$ cat config.mk
export PLATFORM = sky130hd
export DESIGN_NAME = mem_arbiter
export DESIGN_NICKNAME = d
export VERILOG_FILES = /design/src/rtl/mem_arbiter.sv
export SDC_FILE = /design/constraint.sdc
export NUM_CORES = 1
export LEC_CHECK = 0
export ABC_AREA = 1
export ABC_CLOCK_PERIOD_IN_PS = 7470
export CORE_UTILIZATION = 43
export CTS_CLUSTER_DIAMETER = 150
export DETAILED_ROUTE_END_ITERATION = 6
export PLACE_DENSITY = 0.77
export SYNTH_ARGS = -nofsm -noshare
export SYNTH_HDL_FRONTEND = slang
export SYNTH_SLANG_ARGS = --single-unit
export TNS_END_PERCENT = 1
$ cat constraint.sdc
create_clock -name CLK -period 7.47 [get_ports CLK]
set_input_delay 1.8675 -clock CLK [delete_from_list [all_inputs] [get_ports CLK]]
set_output_delay 1.8675 -clock CLK [all_outputs]
set_load 0.01 [all_outputs]
$ cat src/rtl/mem_arbiter.sv
// Arbiter that shares one unified word memory between icache 4-beat block fills and dcache word accesses.
// Build option: define ARB_ROUND_ROBIN_EN for round-robin arbitration; otherwise the dcache has fixed priority.
module mem_arbiter #(
   parameter int DATA_BASE = 256
) (
   input  logic         CLK,
   input  logic         RESET,
   input  logic         INST_MEM_READ,
   input  logic [5:0]   INST_MEM_ADDRESS,
   output logic [127:0] INST_MEM_READDATA,
   output logic         INST_MEM_BUSYWAIT,
   input  logic         MEM_READ,
   input  logic         MEM_WRITE,
   input  logic [5:0]   MEM_ADDRESS,
   input  logic [31:0]  MEM_WRITEDATA,
   output logic [31:0]  MEM_READDATA,
   output logic         MEM_BUSYWAIT,
   output logic         UMEM_READ,
   output logic         UMEM_WRITE,
   output logic [8:0]   UMEM_ADDRESS,
   output logic [31:0]  UMEM_WRITEDATA,
   input  logic [31:0]  UMEM_READDATA,
   input  logic         UMEM_BUSYWAIT
);

   typedef enum logic [2:0] {IDLE, D_ACC, D_DONE, I_BEAT, I_GAP, I_DONE} state_t;

   state_t      state;
   logic [1:0]  beat;
   logic [5:0]  inst_block;
   logic        data_req;
   logic        grant_data;
   logic        grant_inst;
   logic [8:0]  data_word_addr;
`ifdef ARB_ROUND_ROBIN_EN
   logic        lru;
`endif

   assign data_req       = MEM_READ | MEM_WRITE;
   assign data_word_addr = 9'(DATA_BASE) + {3'b000, MEM_ADDRESS};

`ifdef ARB_ROUND_ROBIN_EN
   // lru=0 favours the dcache when both caches are waiting in IDLE
   assign grant_data = data_req & (!INST_MEM_READ | !lru);
`else
   assign grant_data = data_req;
`endif
   assign grant_inst = INST_MEM_READ & !grant_data;

   assign MEM_BUSYWAIT      = data_req & (state != D_DONE);
   assign INST_MEM_BUSYWAIT = INST_MEM_READ & (state != I_DONE);

   // The UMEM request lines are registered here, so the memory only ever sees glitch-free requests
   always_ff @(posedge CLK or posedge RESET) begin
      if (RESET) begin
         state             <= IDLE;
         beat              <= 2'd0;
         inst_block        <= 6'd0;
         UMEM_READ         <= 1'b0;
         UMEM_WRITE        <= 1'b0;
         UMEM_ADDRESS      <= 9'd0;
         UMEM_WRITEDATA    <= 32'd0;
         MEM_READDATA      <= 32'd0;
         INST_MEM_READDATA <= 128'd0;
`ifdef ARB_ROUND_ROBIN_EN
         lru               <= 1'b0;
`endif
      end else begin
         case (state)
            IDLE: begin
               if (grant_data) begin
                  state          <= D_ACC;
                  beat           <= 2'd0;
                  UMEM_READ      <= MEM_READ;
                  UMEM_WRITE     <= MEM_WRITE & !MEM_READ;
                  UMEM_ADDRESS   <= data_word_addr;
                  UMEM_WRITEDATA <= MEM_WRITEDATA;
               end else if (grant_inst) begin
                  state        <= I_BEAT;
                  beat         <= 2'd0;
                  inst_block   <= INST_MEM_ADDRESS;
                  UMEM_READ    <= 1'b1;
                  UMEM_WRITE   <= 1'b0;
                  UMEM_ADDRESS <= {1'b0, INST_MEM_ADDRESS, 2'b00};
               end
            end
            D_ACC: begin
               if (!UMEM_BUSYWAIT) begin
                  if (UMEM_READ) begin
                     MEM_READDATA <= UMEM_READDATA;
                  end
                  UMEM_READ  <= 1'b0;
                  UMEM_WRITE <= 1'b0;
                  state      <= D_DONE;
`ifdef ARB_ROUND_ROBIN_EN
                  lru        <= 1'b1;
`endif
               end
            end
            D_DONE: begin
               state <= IDLE;
            end
            I_BEAT: begin
               if (!UMEM_BUSYWAIT) begin
                  INST_MEM_READDATA[{beat, 5'b00000} +: 32] <= UMEM_READDATA;
                  UMEM_READ <= 1'b0;
                  if (beat == 2'd3) begin
                     state <= I_DONE;
`ifdef ARB_ROUND_ROBIN_EN
                     lru   <= 1'b0;
`endif
                  end else begin
                     state <= I_GAP;
                     beat  <= beat + 2'd1;
                  end
               end
            end
            I_GAP: begin
               // one idle cycle lets the memory see a fresh request edge for the next word
               state        <= I_BEAT;
               UMEM_READ    <= 1'b1;
               UMEM_ADDRESS <= {1'b0, inst_block, beat};
            end
            I_DONE: begin
               state <= IDLE;
            end
            default: begin
               state      <= IDLE;
               UMEM_READ  <= 1'b0;
               UMEM_WRITE <= 1'b0;
            end
         endcase
      end
   end

endmodule
==> Yosys cells after proc, flatten, opt, wreduce, memory -nomap -nowiden <==
Cells that the tools add are included.
{ "totals": {"memories": 0, "input_bits": 82, "mem_bits_ro": 0, "ram_bits": 0, "ff_bits": 214, "latch_bits": 0, "word_cells": 75} }
{ "op_classes": {"n_shift": 2, "eq_ne": 13, "div": 0, "n_addsub": 3, "multipliers": 0, "reduce_logical": 17, "order_cmp": 0, "muxes": 22, "bitwise": 9} }
{ "ops": {"columns": ["op", "n"], "rows": [
  ["128-bit bitwise mux", 1],
  ["32-bit by 9-bit variable shift with 128-bit output, first input constant", 1],
  ["32-bit by 9-bit variable part select with 128-bit output", 1],
  ["9-bit two-way mux", 2],
  ["9-bit one-hot mux with 2 select lines", 1],
  ["3-bit AND reduction", 5],
  ["3-bit two-way mux", 4],
  ["3-bit one-hot mux with 4 select lines", 1],
  ["9-bit by 6-bit adder with 9-bit output, first input constant", 1],
  ["7-bit negator with 9-bit output", 1],
  ["2-bit two-way mux", 4],
  ["2-bit != test, second input constant", 4],
  ["3-bit by 2-bit equality test with 1-bit output, second input constant", 2],
  ["3-bit equality test, second input constant", 2],
  ["1-bit two-way mux", 6],
  ["3-bit != test, second input constant", 2],
  ["2-bit AND reduction", 3],
  ["1-bit AND", 4],
  ["1-bit NOT", 4],
  ["1-bit one-hot mux with 4 select lines", 1],
  ["2-bit one-hot mux with 2 select lines", 1],
  ["4-bit AND reduction", 1],
  ["2-bit nonzero test", 2],
  ["2-bit OR reduction", 2],
  ["other kinds (9)", 10]
]} }

==> Depth between registers and ports, before layout <==
{ "logic_depth": {"ltp_word": 6, "ltp_mapped": 10, "mapped_depth_nobuf": 7} }

==> Worst setup path after synthesis <==
OpenSTA, ideal clock, no wires.
{ "synth_timing": {"path_kind": "input -> output", "start": "in MEM_WRITE", "end": "out MEM_BUSYWAIT", "arrival_ns": 2.488, "n_path_buf": 1, "path_stages": 5, "path_slack_ns": 3.115, "path_cell_list": "inv_1 > nand2_1 > clkbuf_1 > nand2_1 > inv_1"} }
{ "synth_via": {"elab_chain_len": 2} }
{ "synth_rtl": {"columns": ["element", "line_no", "rtl"], "rows": [
  ["from (decl)", "13", "input logic MEM_WRITE,"],
  ["1-bit OR", "39", "assign data_req = MEM_READ | MEM_WRITE;"],
  ["1-bit AND", "50", "assign MEM_BUSYWAIT = data_req & (state != D_DONE);"],
  ["to (decl)", "17", "output logic MEM_BUSYWAIT,"]
]} }
Every way passes these cells.

==> Final worst setup path <==
Ends and elaborated chain as after synthesis.

==> tab_implementation.tex <==
\begin{tabular}{lr}
\hline
Metric & Value \\
\hline
\multicolumn{2}{l}{\textbf{Power}} \\
Pwr Density & 338 nW/µm² \\
Total power & 4.40 mW \\
VDD IR max & 0.186 mV \\
Leakage power of the design & 6.43 nW \\
\multicolumn{2}{l}{\textbf{Worst setup path}} \\
Cell with the largest stage delay on the worst path & sky130\_fd\_sc\_hd\_\_clkdlybuf4s50\_1 \\
CP cell instances & clkdlybuf4s50\_1 > inv\_1 > nand2\_1 > nand2\_1 > inv\_1 > clkdlybuf4s50\_1 \\
Slowest Stage Delay on Critical Path & 0.52 ns \\
Arrival time worst endpoint & 3.11 ns \\
Highest fanout seen on the critical path & 2 \\
Worst EP required & 5.60 ns \\
Start-to-end type of the worst setup path & in2out \\
Element type at the critical path start & input port \\
Endpoint kind of the worst setup timing path & primary output \\
Buffering stage count on the worst path with inverters included & 4 \\
Top Family by Delay on Critical Path & buffers and inverters \\
\multicolumn{2}{l}{\textbf{STA}} \\
Final Hold Viols & 0 \\
Setup violators final & 0 \\
Setup repair after global routing missed its margin & false \\
Headroom to the max-slew limit & 24.8\% \\
Setup TNS & 0 ns \\
Hold\_ws & 0.468 ns \\
Share of the clock period used by the worst path after layout & 66.6\% \\
Count of pins over their slew limit & 0 \\
Minimum clock period & 4.98 ns \\
Maximum frequency from static timing analysis & 201 MHz \\
Least-Margin Pin Slew & 1.13 ns \\
Clock Skews & 0.0168 ns \\
\multicolumn{2}{l}{\textbf{Clock tree}} \\
Number of post-CTS setup repair buffers & 0 \\
Post-cts hold buffer count & 0 \\
Count of H-tree levels built during CTS & 1 \\
Post-CTS clock slew at the launch and capture registers of the worst setup and hold paths & 0.06 ns \\
Resized Gates After CTS & 0 \\
Cell at the root of the clock tree & sky130\_fd\_sc\_hd\_\_clkbuf\_16 \\
Source-to-sink clock delay at the later pin of the worst-skew pair & 0.51 ns \\
Clock Sinks & 214 \\
Clock tree from TritonCTS & done \\
Clock Tree Buf Depth & 3 \\
Number of buffers created by CTS & 23 \\
\multicolumn{2}{l}{\textbf{Floorplan}} \\
Die X-Extent & 149 µm \\
Die height & 149 µm \\
Effective utilization at floorplan & 44.1\% \\
Die Footprint & 22200 µm² \\
Core ar. & 21100 µm² \\
Number of rows created at floorplan & 53 \\
Number of primary I/O pins & 287 \\
\multicolumn{2}{l}{\textbf{Logic synthesis}} \\
Yosys warnings & 0 \\
Syn Area/Cell & 8.79 µm² \\
Synthesized Nets & 1144 \\
Synth cell types & 29 \\
Post-synthesis instance area & 9290 µm² \\
Post-synthesis instance total & 1057 \\
Register bit total from synthesis & 214 \\
Register area share after synthesis & 57.6\% \\
\multicolumn{2}{l}{\textbf{Drt}} \\
Post-DRT Antenna Nets & 0 \\
Number of remaining DRC errors & 0 \\
Number of vias per cell & 5.25 \\
WL final & 28900 µm \\
Starting DRT DRC Count & 514 \\
Routed wire length per instance & 18.1 µm \\
First-pass DRT Iterations & 5 \\
Count of vias placed by the detailed router & 8402 \\
\multicolumn{2}{l}{\textbf{GRT}} \\
Initial antenna violation count & 0 \\
Global-route wire length before repair & 45700 µm \\
Sum of overflow across all layers after global routing & 0 \\
GRT Resource Usage Total & 26.1\% \\
Via count of the first global-routing pass & 8428 \\
Pin count of the biggest net entering global routing & 69 \\
\multicolumn{2}{l}{\textbf{Cells and area}} \\
Fraction of final layout cells with drive strength greater than 1 & 6.65\% \\
Number of fill cells in the layout & 1772 \\
Net count, final & 1398 \\
Combined flip-flop and latch cell area & 5360 µm² \\
Final design instance area without fill & 13000 µm² \\
Post-synthesis to final-layout area growth & 40.2\% \\
N\_diodes & 0 \\
Combined area of the multi-input logic cells & 3300 µm² \\
\multicolumn{2}{l}{\textbf{Hold path}} \\
Hold crit path type & reg2reg \\
\multicolumn{2}{l}{\textbf{Place}} \\
Final weighted congestion in routability-driven placement & 0.857 \\
Buffers on Ports & 286 \\
Cell area after placement & 12200 µm² \\
Sum of net half-perimeters after detailed placement & 19400 µm \\
\multicolumn{2}{l}{\textbf{Job}} \\
Number of violations of the max-capacitance limit & 0 \\
\multicolumn{2}{l}{\textbf{Run status}} \\
Outcome & finished, final reports clean \\
\hline
\end{tabular}
cells in the mapped netlist, drive strengths merged:
library cell | number | share of area, %
nand3 | 149 | 8.1
inv | 63 | 2.6
dfrtp | 214 | 58
nor3b | 1 | 0.13
o211ai | 3 | 0.24
nand3b | 2 | 0.16
ha | 5 | 0.67
buf | 42 | 3.2
xnor2 | 1 | 0.094
nor2 | 18 | 1.1
or2 | 4 | 0.27
nand2 | 328 | 13
nor3 | 28 | 1.6
clkbuf | 30 | 1.2
o21ai | 169 | 9.5
report_power, final:
| group | internal, mW | total [mW] | switching [mW] | leakage (nW) |
|---|---|---|---|---|
| combinational | 0.688 | 1.56 | 0.870 | 3.19 |
| clock | 0.762 | 1.23 | 0.470 | 0.396 |
| sequential | 1.44 | 1.61 | 0.174 | 2.84 |
| total | 2.89 | 4.40 | 1.51 | 6.43 |
cell usage in the layout, fill, tap and decap left out, drive strengths merged:
cell and n:
clkinv 4, dfrtp 214, nor3b 1, o211ai 3, inv 63, xnor2 1, clkbuf 26, nor3 28
nand3b 2, clkdlybuf4s50 286, clkinvlp 3, o21ai 169, ha 5, bufinv 5, nor2 18, or2 4
nand3 149, nand2 328, buf 15
worst register-to-register path: cells and delay by family, from the launching register on:
kind	cells	cell delay (ns)
flops	1	0.73
buf+inv	4	1.13
simple gates	3	0.83
fa+ha+maj	1	0.44
kinds of logic (layout without fill, tap and decap cells):
logic type / count (synthesis) / in the layout / synth area share [%]
simple gates: 530 / 530 / 24.8
flops: 214 / 214 / 57.6
compound gates: 172 / 172 / 9.75
buf+inv: 135 / 402 / 7.03
fa+ha+maj: 5 / 5 / 0.673
xor+xnor: 1 / 1 / 0.0943
stage by stage:
stage	util, %	setup slack [ns]	std cells
2_1_floorplan	-	2.82	1057
3_3_place_gp	57.9	2.50	1561
3_5_place_dp	57.9	2.50	1561
4_1_cts	61.8	2.50	1599
5_1_grt	61.8	2.40	1599
6_report	61.8	2.49	1599
routing by layer:
| layer | GRT usage [%] | wire length, µm |
|---|---|---|
| met3 | 5.54 | 2230 |
| met5 | 0 | 0 |
| met4 | 8.83 | 775 |
| met2 | 42.9 | 13800 |
| met1 | 34.2 | 12100 |
state kept, by name (all words and copies together), names as in the netlist:
register / cells
INST_MEM_READDATA: 128
MEM_READDATA: 32
UMEM_WRITEDATA: 32
UMEM_ADDRESS: 9
inst_block: 6
state: 3
beat: 2
UMEM_READ: 1
UMEM_WRITE: 1
final timing paths:
path / from / to / slack [ns] / depth (start not counted)
max in group asynchronous: RESET / INST_MEM_READDATA[72] / 4.36 / 3
max reg2reg: beat[0] / INST_MEM_READDATA[91] / 4.30 / 8
min in group asynchronous: RESET / INST_MEM_READDATA[10] / 1.78 / 2
min reg2reg: UMEM_WRITEDATA[8] / UMEM_WRITEDATA[8] / 0.47 / 2
max: MEM_WRITE / MEM_BUSYWAIT / 2.49 / 6
min: UMEM_WRITEDATA[8] / UMEM_WRITEDATA[8] / 0.47 / 2
layout make-up:
type / count / share of cell area (%)
sequential: 214 / 41.1
multi-input combinational: 708 / 25.3
timing repair buffer: 301 / 22.8
clock buffer: 26 / 4.74
tap: 275 / 2.64
inverter: 63 / 1.86
clock inverter: 12 / 1.49
(Power assumes the default switching activity.)
